`config.mk`:
```
export PLATFORM = sky130hd
export DESIGN_NAME = cdb_arbiter
export DESIGN_NICKNAME = d
export VERILOG_FILES = /design/src/rtl/cdb_arbiter_pkg.sv /design/src/rtl/cdb_arbiter_slot_fifo.sv /design/src/rtl/cdb_arbiter.sv
export SDC_FILE = /design/constraint.sdc
export NUM_CORES = 1
export LEC_CHECK = 0
export BUFFER_PORTS_ARGS = -buffer_cell sky130_fd_sc_hd__clkbuf_2
export CAP_MARGIN = 20
export CORE_MARGIN = 2
export CORE_UTILIZATION = 60
export CTS_BUF_LIST = sky130_fd_sc_hd__clkbuf_8
export DETAILED_ROUTE_END_ITERATION = 16
export PLACE_DENSITY = 0.87
export SLEW_MARGIN = 20
export SYNTH_ARGS = -nofsm -noshare
export SYNTH_HDL_FRONTEND = slang
export SYNTH_SLANG_ARGS = --single-unit
```
`constraint.sdc`:
```
create_clock -name clk_in -period 11.55 [get_ports clk_in]
set_input_delay 3.465 -clock clk_in [delete_from_list [all_inputs] [get_ports clk_in]]
set_output_delay 3.465 -clock clk_in [all_outputs]
set_load 0.01 [all_outputs]
```
`src/rtl/cdb_arbiter_pkg.sv`:
```
// cdb_arbiter_pkg: shared constants and packet type for the common data bus.
//   CDB_NUM_FU / CDB_DATA_W / CDB_ROB_IDX_W : default bus geometry
//   FU_*                                    : functional-unit slot indices
//   cdb_pkt_t                               : {data, rob_idx} as carried on the CDB
package cdb_arbiter_pkg;

  localparam int unsigned CDB_NUM_FU    = 5;
  localparam int unsigned CDB_DATA_W    = 32;
  localparam int unsigned CDB_ROB_IDX_W = 3;

  localparam int unsigned FU_ALU = 0;
  localparam int unsigned FU_BR  = 1;
  localparam int unsigned FU_MUL = 2;
  localparam int unsigned FU_DIV = 3;
  localparam int unsigned FU_MEM = 4;

  typedef struct packed {
    logic [CDB_DATA_W-1:0]    data;
    logic [CDB_ROB_IDX_W-1:0] rob_idx;
  } cdb_pkt_t;

endpackage

```
`src/rtl/cdb_arbiter_slot_fifo.sv`:
```
// cdb_slot_fifo: per-FU result buffer, DEPTH entries of pkt_t.
//   clk_i, rst_ni : clock, asynchronous active-low reset
//   push_i        : write data_i (caller guarantees !full_o)
//   pop_i         : drop head (caller guarantees !empty_o)
//   flush_i       : empty the buffer; overrides push/pop in the same cycle
//   full_o        : no free entry
//   empty_o       : no valid entry
//   head_o        : oldest entry
module cdb_slot_fifo
  import cdb_arbiter_pkg::*;
#(
  parameter int unsigned DEPTH = 2,
  parameter type         pkt_t = cdb_pkt_t
) (
  input  logic clk_i,
  input  logic rst_ni,
  input  logic push_i,
  input  logic pop_i,
  input  logic flush_i,
  input  pkt_t data_i,
  output logic full_o,
  output logic empty_o,
  output pkt_t head_o
);

  localparam int unsigned PTR_W = $clog2(DEPTH);

  logic [PTR_W-1:0] wr_ptr_q, wr_ptr_d;
  logic [PTR_W-1:0] rd_ptr_q, rd_ptr_d;
  logic [PTR_W:0]   count_q,  count_d;
  pkt_t             mem_q [DEPTH];

  // DEPTH is a power of two, so pointer increments wrap naturally.
  always_comb begin
    wr_ptr_d = wr_ptr_q;
    rd_ptr_d = rd_ptr_q;
    count_d  = count_q;
    if (flush_i) begin
      wr_ptr_d = '0;
      rd_ptr_d = '0;
      count_d  = '0;
    end else begin
      if (push_i) wr_ptr_d = wr_ptr_q + 1'b1;
      if (pop_i)  rd_ptr_d = rd_ptr_q + 1'b1;
      case ({push_i, pop_i})
        2'b10:   count_d = count_q + 1'b1;
        2'b01:   count_d = count_q - 1'b1;
        default: count_d = count_q;
      endcase
    end
  end

  always_ff @(posedge clk_i or negedge rst_ni) begin
    if (!rst_ni) begin
      wr_ptr_q <= '0;
      rd_ptr_q <= '0;
      count_q  <= '0;
      for (int unsigned i = 0; i < DEPTH; i++) mem_q[i] <= '0;
    end else begin
      wr_ptr_q <= wr_ptr_d;
      rd_ptr_q <= rd_ptr_d;
      count_q  <= count_d;
      if (push_i && !flush_i) mem_q[wr_ptr_q] <= data_i;
    end
  end

  assign full_o  = (count_q == (PTR_W+1)'(DEPTH));
  assign empty_o = (count_q == '0);
  assign head_o  = mem_q[rd_ptr_q];

endmodule

```
`src/rtl/cdb_arbiter.sv`:
```
// cdb_arbiter: buffers FU results and broadcasts one per cycle on the CDB,
// granting buffered results round-robin.
//   clk_in, rst_in   : clock, asynchronous active-low reset
//   flush_in         : mispredict flush, empties all buffers, kills the grant
//   fu_valid_in      : per-FU result valid (held until fu_ready_out)
//   fu_data_in       : packed results, FU i at [i*DATA_W +: DATA_W]
//   fu_rob_idx_in    : packed ROB tags, same packing
//   fu_ready_out     : per-FU buffer not full
//   cdb_valid_out    : registered broadcast valid
//   cdb_data_out     : registered broadcast result (held when idle)
//   cdb_rob_idx_out  : registered broadcast ROB tag (held when idle)
//   cdb_src_out      : registered index of the granted FU (held when idle)
module cdb_arbiter
  import cdb_arbiter_pkg::*;
#(
  parameter  int unsigned NUM_FU    = CDB_NUM_FU,
  parameter  int unsigned DATA_W    = CDB_DATA_W,
  parameter  int unsigned ROB_IDX_W = CDB_ROB_IDX_W,
  parameter  int unsigned DEPTH     = 2,
  localparam int unsigned SRC_W     = (NUM_FU > 1) ? $clog2(NUM_FU) : 1
) (
  input  logic                        clk_in,
  input  logic                        rst_in,
  input  logic                        flush_in,
  input  logic [NUM_FU-1:0]           fu_valid_in,
  input  logic [NUM_FU*DATA_W-1:0]    fu_data_in,
  input  logic [NUM_FU*ROB_IDX_W-1:0] fu_rob_idx_in,
  output logic [NUM_FU-1:0]           fu_ready_out,
  output logic                        cdb_valid_out,
  output logic [DATA_W-1:0]           cdb_data_out,
  output logic [ROB_IDX_W-1:0]        cdb_rob_idx_out,
  output logic [SRC_W-1:0]            cdb_src_out
);

  typedef struct packed {
    logic [DATA_W-1:0]    data;
    logic [ROB_IDX_W-1:0] rob_idx;
  } pkt_t;

  logic [NUM_FU-1:0] full, empty, push, pop;
  pkt_t              head [NUM_FU];

  logic              grant_valid, do_pop;
  logic [SRC_W-1:0]  grant_idx;
  int unsigned       scan_idx;

  logic [SRC_W-1:0]  rr_last_q, rr_last_d;
  logic              cdb_valid_q, cdb_valid_d;
  pkt_t              cdb_pkt_q, cdb_pkt_d;
  logic [SRC_W-1:0]  cdb_src_q, cdb_src_d;

  for (genvar i = 0; i < NUM_FU; i++) begin : g_fu
    pkt_t in_pkt;
    assign in_pkt.data    = fu_data_in[i*DATA_W +: DATA_W];
    assign in_pkt.rob_idx = fu_rob_idx_in[i*ROB_IDX_W +: ROB_IDX_W];
    assign push[i]        = fu_valid_in[i] && !full[i];
    assign pop[i]         = do_pop && (grant_idx == SRC_W'(i));

    cdb_slot_fifo #(
      .DEPTH (DEPTH),
      .pkt_t (pkt_t)
    ) u_fifo (
      .clk_i   (clk_in),
      .rst_ni  (rst_in),
      .push_i  (push[i]),
      .pop_i   (pop[i]),
      .flush_i (flush_in),
      .data_i  (in_pkt),
      .full_o  (full[i]),
      .empty_o (empty[i]),
      .head_o  (head[i])
    );
  end

  // Scan starts just past the last winner and wraps, so the last winner
  // itself is checked last.
  always_comb begin
    grant_valid = 1'b0;
    grant_idx   = '0;
    scan_idx    = 0;
    for (int unsigned k = 1; k <= NUM_FU; k++) begin
      scan_idx = (int'(rr_last_q) + k) % NUM_FU;
      if (!grant_valid && !empty[SRC_W'(scan_idx)]) begin
        grant_valid = 1'b1;
        grant_idx   = SRC_W'(scan_idx);
      end
    end
  end

  assign do_pop = grant_valid && !flush_in;

  always_comb begin
    cdb_valid_d = 1'b0;
    cdb_pkt_d   = cdb_pkt_q;
    cdb_src_d   = cdb_src_q;
    rr_last_d   = rr_last_q;
    if (do_pop) begin
      cdb_valid_d = 1'b1;
      cdb_pkt_d   = head[grant_idx];
      cdb_src_d   = grant_idx;
      rr_last_d   = grant_idx;
    end
  end

  always_ff @(posedge clk_in or negedge rst_in) begin
    if (!rst_in) begin
      rr_last_q   <= SRC_W'(NUM_FU - 1);
      cdb_valid_q <= 1'b0;
      cdb_pkt_q   <= '0;
      cdb_src_q   <= '0;
    end else begin
      rr_last_q   <= rr_last_d;
      cdb_valid_q <= cdb_valid_d;
      cdb_pkt_q   <= cdb_pkt_d;
      cdb_src_q   <= cdb_src_d;
    end
  end

  assign fu_ready_out    = ~full;
  assign cdb_valid_out   = cdb_valid_q;
  assign cdb_data_out    = cdb_pkt_q.data;
  assign cdb_rob_idx_out = cdb_pkt_q.rob_idx;
  assign cdb_src_out     = cdb_src_q;

endmodule

```
# Word-level counts from Yosys, hierarchy flattened
# Index checks and enable logic that the tools add are counted.
# classes
add_sub_neg	25
div_mod_pow	5
order_cmp	21
n_eq_ne	19
n_mux	84
bitwise_logic	12
reduce_logical	59
# ops
operator	n
$mux W35	22
$bwmux W70	5
$demux W35 S1	5
$mod A32 B3 Y32 const B	5
$bmux W35 S3	1
$mux W1	31
$logic_and A1 B1 Y1	25
$eq A2 B2 Y1 const B	10
$ge A2 B2 Y1 const B	10
$lt A3 B4 Y1 const B	5
$not A1 Y2	10
$pmux W2 S2	5
$reduce_bool A2 Y1	10
$bmux W1 S3	5
$mux W3	5
$reduce_bool A3 Y1	5
$logic_not A1 Y1	13
$add A1 B1 Y1 const B	10
$add A2 B1 Y2 const B	5
$eq A2 B1 Y1 const B	5
$logic_not A2 Y1	5
$lt A2 B1 Y1 const B	5
$mux W2	5
$sub A2 B1 Y2 const B	5
other kinds (10)	13
# totals
regBits	412
input_bits	183
output_inout_bits	44
wordCells	265

# Longest topological paths before layout
# depth
ltp_word	21
mapped_depth	25
mapped_depth_nobuf	22

# Modules after synthesis
# Synthesis repeated with hierarchy kept, for this count alone.
# unflattened
hier_cells	1546
hier_area_um2	21194.1
# modules_own_cells
mod	n_inst	cells_each	area_per_inst_um2	seq_area_each_um2
cdb_slot_fifo	5	206	3249.4	1851.8
cdb_arbiter	1	516	4947.2	1002.2

# Worst setup path before layout
# OpenSTA, ideal clock, no wires.
# synth_timing
path_type	flip-flop to flip-flop
start	reg rr_last_q[0]
end	reg g_fu[4].u_fifo.count_q[1]
setup_ns	0.136
arrival_time_ns	5.239
required_time_ns	11.414
slack_ns	6.176
stages_incl_launch_ff	23
path_buffers	3
period_less_slack_ns	5.374
path_cell_list	dfrtp_1 > buf_2 > clkinv_1 > ha_1 > ha_1 > nor2_1 > a21oi_1 > xnor2_1 > inv_1 > ha_1 > nor2b_1 > nor4_1 > or3_1 > o31ai_1 > o211ai_1 > and3_1 > o41ai_1 > o21ba_1 > buf_2 > or2_1 > buf_2 > a2111oi_0 > nor3_1
# synth_via
elab_chain_cells	21
elab_cells_between_ends	49
classes_between	add/sub (5); div (5); eq/ne (3); mux (22); reduce/logical (14)
# synth_lines
item	line_no	rtl
start: declaration	cdb_arbiter.sv:47	logic [SRC_W-1:0] rr_last_q, rr_last_d;
start signal: assignment	cdb_arbiter.sv:107	rr_last_q <= SRC_W'(NUM_FU - 1);
start signal: assignment	cdb_arbiter.sv:112	rr_last_q <= rr_last_d;
$add A3 B2 Y4	cdb_arbiter.sv:82	scan_idx = (int'(rr_last_q) + k) % NUM_FU;
$mod A32 B3 Y32	cdb_arbiter.sv:82	
$bmux W1 S3	cdb_arbiter.sv:83	if (!grant_valid && !empty[SRC_W'(scan_idx)]) begin
$mux W1 (not written as such)	cdb_arbiter.sv:83	
$logic_not A1 Y1	cdb_arbiter.sv:83	
$logic_and A1 B1 Y1	cdb_arbiter.sv:83	
$mux W1	cdb_arbiter.sv:83	
$logic_not A1 Y1	cdb_arbiter.sv:83	
[... 5 more ...]	-	
$logic_not A1 Y1	cdb_arbiter.sv:83	
$logic_and A1 B1 Y1	cdb_arbiter.sv:83	
$mux W3 / $mux W1 (equally long branches)	cdb_arbiter.sv:83	
$eq A3 B3 Y1 / $logic_and A1 B1 Y1 (equally long branches)	cdb_arbiter.sv:57, cdb_arbiter.sv:90	
$logic_and A1 B1 Y1 *	cdb_arbiter.sv:57	assign pop[i] = do_pop && (grant_idx == SRC_W'(i));
$eq A2 B1 Y1 / $eq A2 B2 Y1 (equally long branches)	cdb_arbiter_slot_fifo.sv:45	case ({push_i, pop_i})
$pmux W2 S2	cdb_arbiter_slot_fifo.sv:45	
$mux W2	cdb_arbiter_slot_fifo.sv:38	if (flush_i) begin
end signal: assignment	cdb_arbiter_slot_fifo.sv:62	count_q <= count_d;
end: declaration	cdb_arbiter_slot_fifo.sv:30	logic [PTR_W:0] count_q, count_d;
# Every way passes the cells marked *; elsewhere a longest branch is shown, timed or not. The select of a mux whose other input is x is not followed.
# A chain may end at the register's enable or synchronous reset.

# Worst setup path in the final report
# layout_timing
start	reg rr_last_q[0]
end	reg cdb_pkt_q (netlist bit cdb_data_out[21])
# layout_via
elab_chain_cells	20
elab_cells_between_ends	46
classes_between	add/sub (5); div (5); mux (23); bitwise (1); reduce/logical (12)
# layout_lines
item	line_no	rtl
$add A3 B2 Y4	cdb_arbiter.sv:82	
$mod A32 B3 Y32	cdb_arbiter.sv:82	
$bmux W1 S3	cdb_arbiter.sv:83	
$mux W1 (not written as such)	cdb_arbiter.sv:83	
$logic_not A1 Y1	cdb_arbiter.sv:83	
$logic_and A1 B1 Y1	cdb_arbiter.sv:83	
$mux W1	cdb_arbiter.sv:83	
$logic_not A1 Y1	cdb_arbiter.sv:83	
[... 3 more ...]	-	
$logic_and A1 B1 Y1	cdb_arbiter.sv:83	
$mux W1	cdb_arbiter.sv:83	
$logic_not A1 Y1	cdb_arbiter.sv:83	
$logic_and A1 B1 Y1	cdb_arbiter.sv:83	
$mux W3	cdb_arbiter.sv:83	
$not A3 Y4 (not written as such)	cdb_arbiter.sv:99	cdb_pkt_d = head[grant_idx];
$bmux W35 S3	cdb_arbiter.sv:99	
$mux W35 (not written as such) (2 in a row)	cdb_arbiter.sv:99	
end signal: assignment	cdb_arbiter.sv:114	cdb_pkt_q <= cdb_pkt_d;
end: declaration	cdb_arbiter.sv:49	pkt_t cdb_pkt_q, cdb_pkt_d;
# Parallel ways exist; a longest one is shown, timed or not. The select of a mux whose other input is x is not followed.

==> qor.yml <==
route:
  ant_nets: 0
  drc: 0
  viasPerCell: 6.14
  vias: 14415
  wl_um: 53400
  dr.pass1.iters: 5
  wl_per_cell_um: 22.7
  drt_iter0_markers: 848
global_routing:
  grt_start_max_net_pins: 130
  grt_usage_pct: 30.1
  first_global_vias: 14830
  grt_pass1_wl_um: 82800
  grt_overflow: 0
  antenna_found_initial: 6
worst_setup_path:
  required_ps: 12060
  worstPathCellList: "buf_4 > ha_1 > xnor2_2 > inv_2 > ha_1 > nor2_1 > a211o_1 > nand2_1 > inv_1 > ha_1 > nor2b_1 > a221oi_2 > nor2_1 > mux2i_1 > mux2i_1 > o211ai_1 > a21oi_1 > o21ba_4 > buf_4 > mux2i_1 > a21oi_1 > a21oi_1"
  critical_path_class: "reg2reg"
  cp_num_buf_inv: 4
  end_kind: "flip-flop"
  worst_setup_path_start_kind: "flip-flop"
  cpMaxStageDelayCell: "buf_4"
  critPathTopFamily: "compound AO/OA/AOI/OAI gates"
  crit_fanout: 47
  worst_ep_arrival_time_ps: 7260
  max_stage_delay_ps: 750
cts:
  root_buffer: "clkbuf_8"
  insertion_delay_ps: 610
  cts_num_sinks: 410
  h-tree-depth: 3
  cts_resized: 0
  ctsHoldBuffers: 0
  numCtsBuffers: 67
  cts_tree: "built"
  clk_pin_slew_ps: 70
  max-clock-path-buffers: 3
  post_cts_buffers: 0
timing:
  max_slew.worst_pin.slew_ps: 974
  period_share_pct: 58.4
  finalSetupTns_ps: 0
  period_needed_ps: 6750
  rsz0062_at_grt: "no"
  final-max-slew-violation-count: 0
  fin_skew_ps: 29.1
  setup_viol: 0
  max_slew_margin_pct: 34.8
  fin_hold_ws_ps: 497
  fmax_mhz: 148
  finalHoldViolations: 0
logic_synthesis:
  synthTopCellsByArea: "dfrtp_1 50%, mux2_2 21%, mux2i_1 11%"
  synth_top_area_share_pct: 49.9
  synth_cells: 1629
  postSynthNetCount: 1842
  ys_warn_count: 0
  ys_seq_area_share_pct: 50.1
  avgSynthCellArea_um2: 12.6
  synth-seq-cells: 410
  async_flop_share_pct: 100
  synth_ff_type: "dfrtp_1"
  synth-edff-count: 0
  yosysUniqueCellTypes: 77
  yosysTopAreaCell: "dfrtp_1"
  synth_area_um2: 20500
layout:
  regArea_um2: 10300
  final_nets: 2059
  multi_input_area_um2: 9760
  final.fill_count: 2301
  final_cell_area_um2: 23400
  drive_gt1_share_pct: 40.4
  syn_to_final_growth_pct: 13.9
run_status:
  status: "finished, final reports clean"
floorplan:
  design.die.area_um2: 35700
  die_h_um: 189
  start_util_pct: 61.0
  die_w_um: 189
  rows: 67
  core_um2: 33600
  io_pins: 227
placement:
  placed_cell_area_um2: 22000
  gp_congestion: 0.981
  io_buffer_count: 226
  detailed_place_hpwl_um: 36700
worst_hold_path:
  hp-class: "reg2reg"
flow_run:
  max_cap_viol_count: 0
## sequential cells by signal, summed over array words and instances (netlist names)
| register | cells |
|---|---|
| cdb_data_out | 32 |
| rr_last_q | 3 |
| g_fu.u_fifo.rd_ptr_q | 5 |
| g_fu.u_fifo.count_q | 10 |
| g_fu.u_fifo.wr_ptr_q | 5 |
| cdb_valid_out | 1 |
| g_fu.u_fifo.mem_q | 350 |
| cdb_rob_idx_out | 3 |
| cdb_src_out | 1 |
## synthesized netlist by cell type (11+ instances only)
cell type,count
dfrtp_1,409
mux2_2,386
mux2i_1,220
a21oi_1,99
nor2_1,79
clkbuf_1,71
a22oi_1,40
ha_1,29
nand2_1,28
nor3_1,26
buf_2,19
inv_1,19
o21ai_0,19
nand2b_1,11
or3_1,11
## kinds of logic (layout without fill, tap and decap cells)
kind of cell,after synthesis,after routing,synth area share (%)
buf+inv,123,390,2.53
mux,608,608,32.2
fa+ha+maj,30,30,1.87
flops,410,410,50.1
simple gates,208,208,5.13
xor+xnor,17,17,0.800
compound gates,233,233,7.45
other cells,0,4,0
## final cells by class
type | count | area share, %
clock buffers | 88 | 5.19
flip-flops and latches | 410 | 44.0
clock inverters | 31 | 0.605
diodes | 4 | 0.0429
inverters | 22 | 0.354
multi-input cells | 1096 | 41.8
well taps | 448 | 2.40
repair buffers | 249 | 5.64
## metal layers
metal | track usage [%] | wire, µm | part of all wire [%]
met5 | 0 | 26 | 0.049
met4 | 13.4 | 2270 | 4.3
met3 | 7.41 | 4100 | 7.7
met2 | 46.6 | 24200 | 45
met1 | 40.4 | 22800 | 43
## layout by cell type, fill, tap and decap left out, drive strengths merged, types with 26 or more instances in the layout
master | netlist | final
clkbuf | 71 | 313
a21oi | 99 | 99
ha | 29 | 29
nor2 | 80 | 80
mux2i | 220 | 220
nand2 | 28 | 28
dfrtp | 409 | 409
a22oi | 40 | 40
mux2 | 386 | 386
nor3 | 26 | 26
inv | 21 | 46
## final timing paths
kind / startpoint / to / slack [ps] / cells past startpoint
setup / recovery: rr_last_q[0]$_DFFE_PN0P_ / cdb_data_out[21]$_DFFE_PN0P_ / 4800 / 22
hold / removal: g_fu[2].u_fifo.rd_ptr_q$_DFFE_PN0P_ / g_fu[2].u_fifo.rd_ptr_q$_DFFE_PN0P_ / 500 / 1
setup reg to reg: rr_last_q[0]$_DFFE_PN0P_ / cdb_data_out[21]$_DFFE_PN0P_ / 4800 / 22
hold reg to reg: g_fu[2].u_fifo.rd_ptr_q$_DFFE_PN0P_ / g_fu[2].u_fifo.rd_ptr_q$_DFFE_PN0P_ / 500 / 1
max in group asynchronous: rst_in / g_fu[1].u_fifo.mem_q[18]$_DFFE_PN0P_ / 6310 / 3
min in group asynchronous: rst_in / g_fu[0].u_fifo.mem_q[28]$_DFFE_PN0P_ / 2950 / 1
## per-stage QoR
stage	utilization [%]	setup slack, ps	instances
after global routing	69.5	4420	2346
after floorplan	-	6180	1629
final	69.5	4800	2348
after CTS	69.4	4920	2344
after global placement	65.4	4900	2225
after detailed placement	65.4	4940	2225
## worst register-to-register path: stages (launching register included)
cell and delay (ps):
dfrtp_1 380, buf_4 270, ha_1 310, xnor2_2 530, inv_2 280, ha_1 290
nor2_1 310, a211o_1 230, nand2_1 80, inv_1 90, ha_1 200, nor2b_1 190
a221oi_2 80, nor2_1 190, mux2i_1 300, mux2i_1 410, o211ai_1 190, a21oi_1 210
o21ba_4 600, buf_4 760, mux2i_1 430, a21oi_1 150, a21oi_1 190
Power is left out: the tool's default activity adds up to more than one toggle a clock period on the data nets, which glitch-free logic cannot reach.
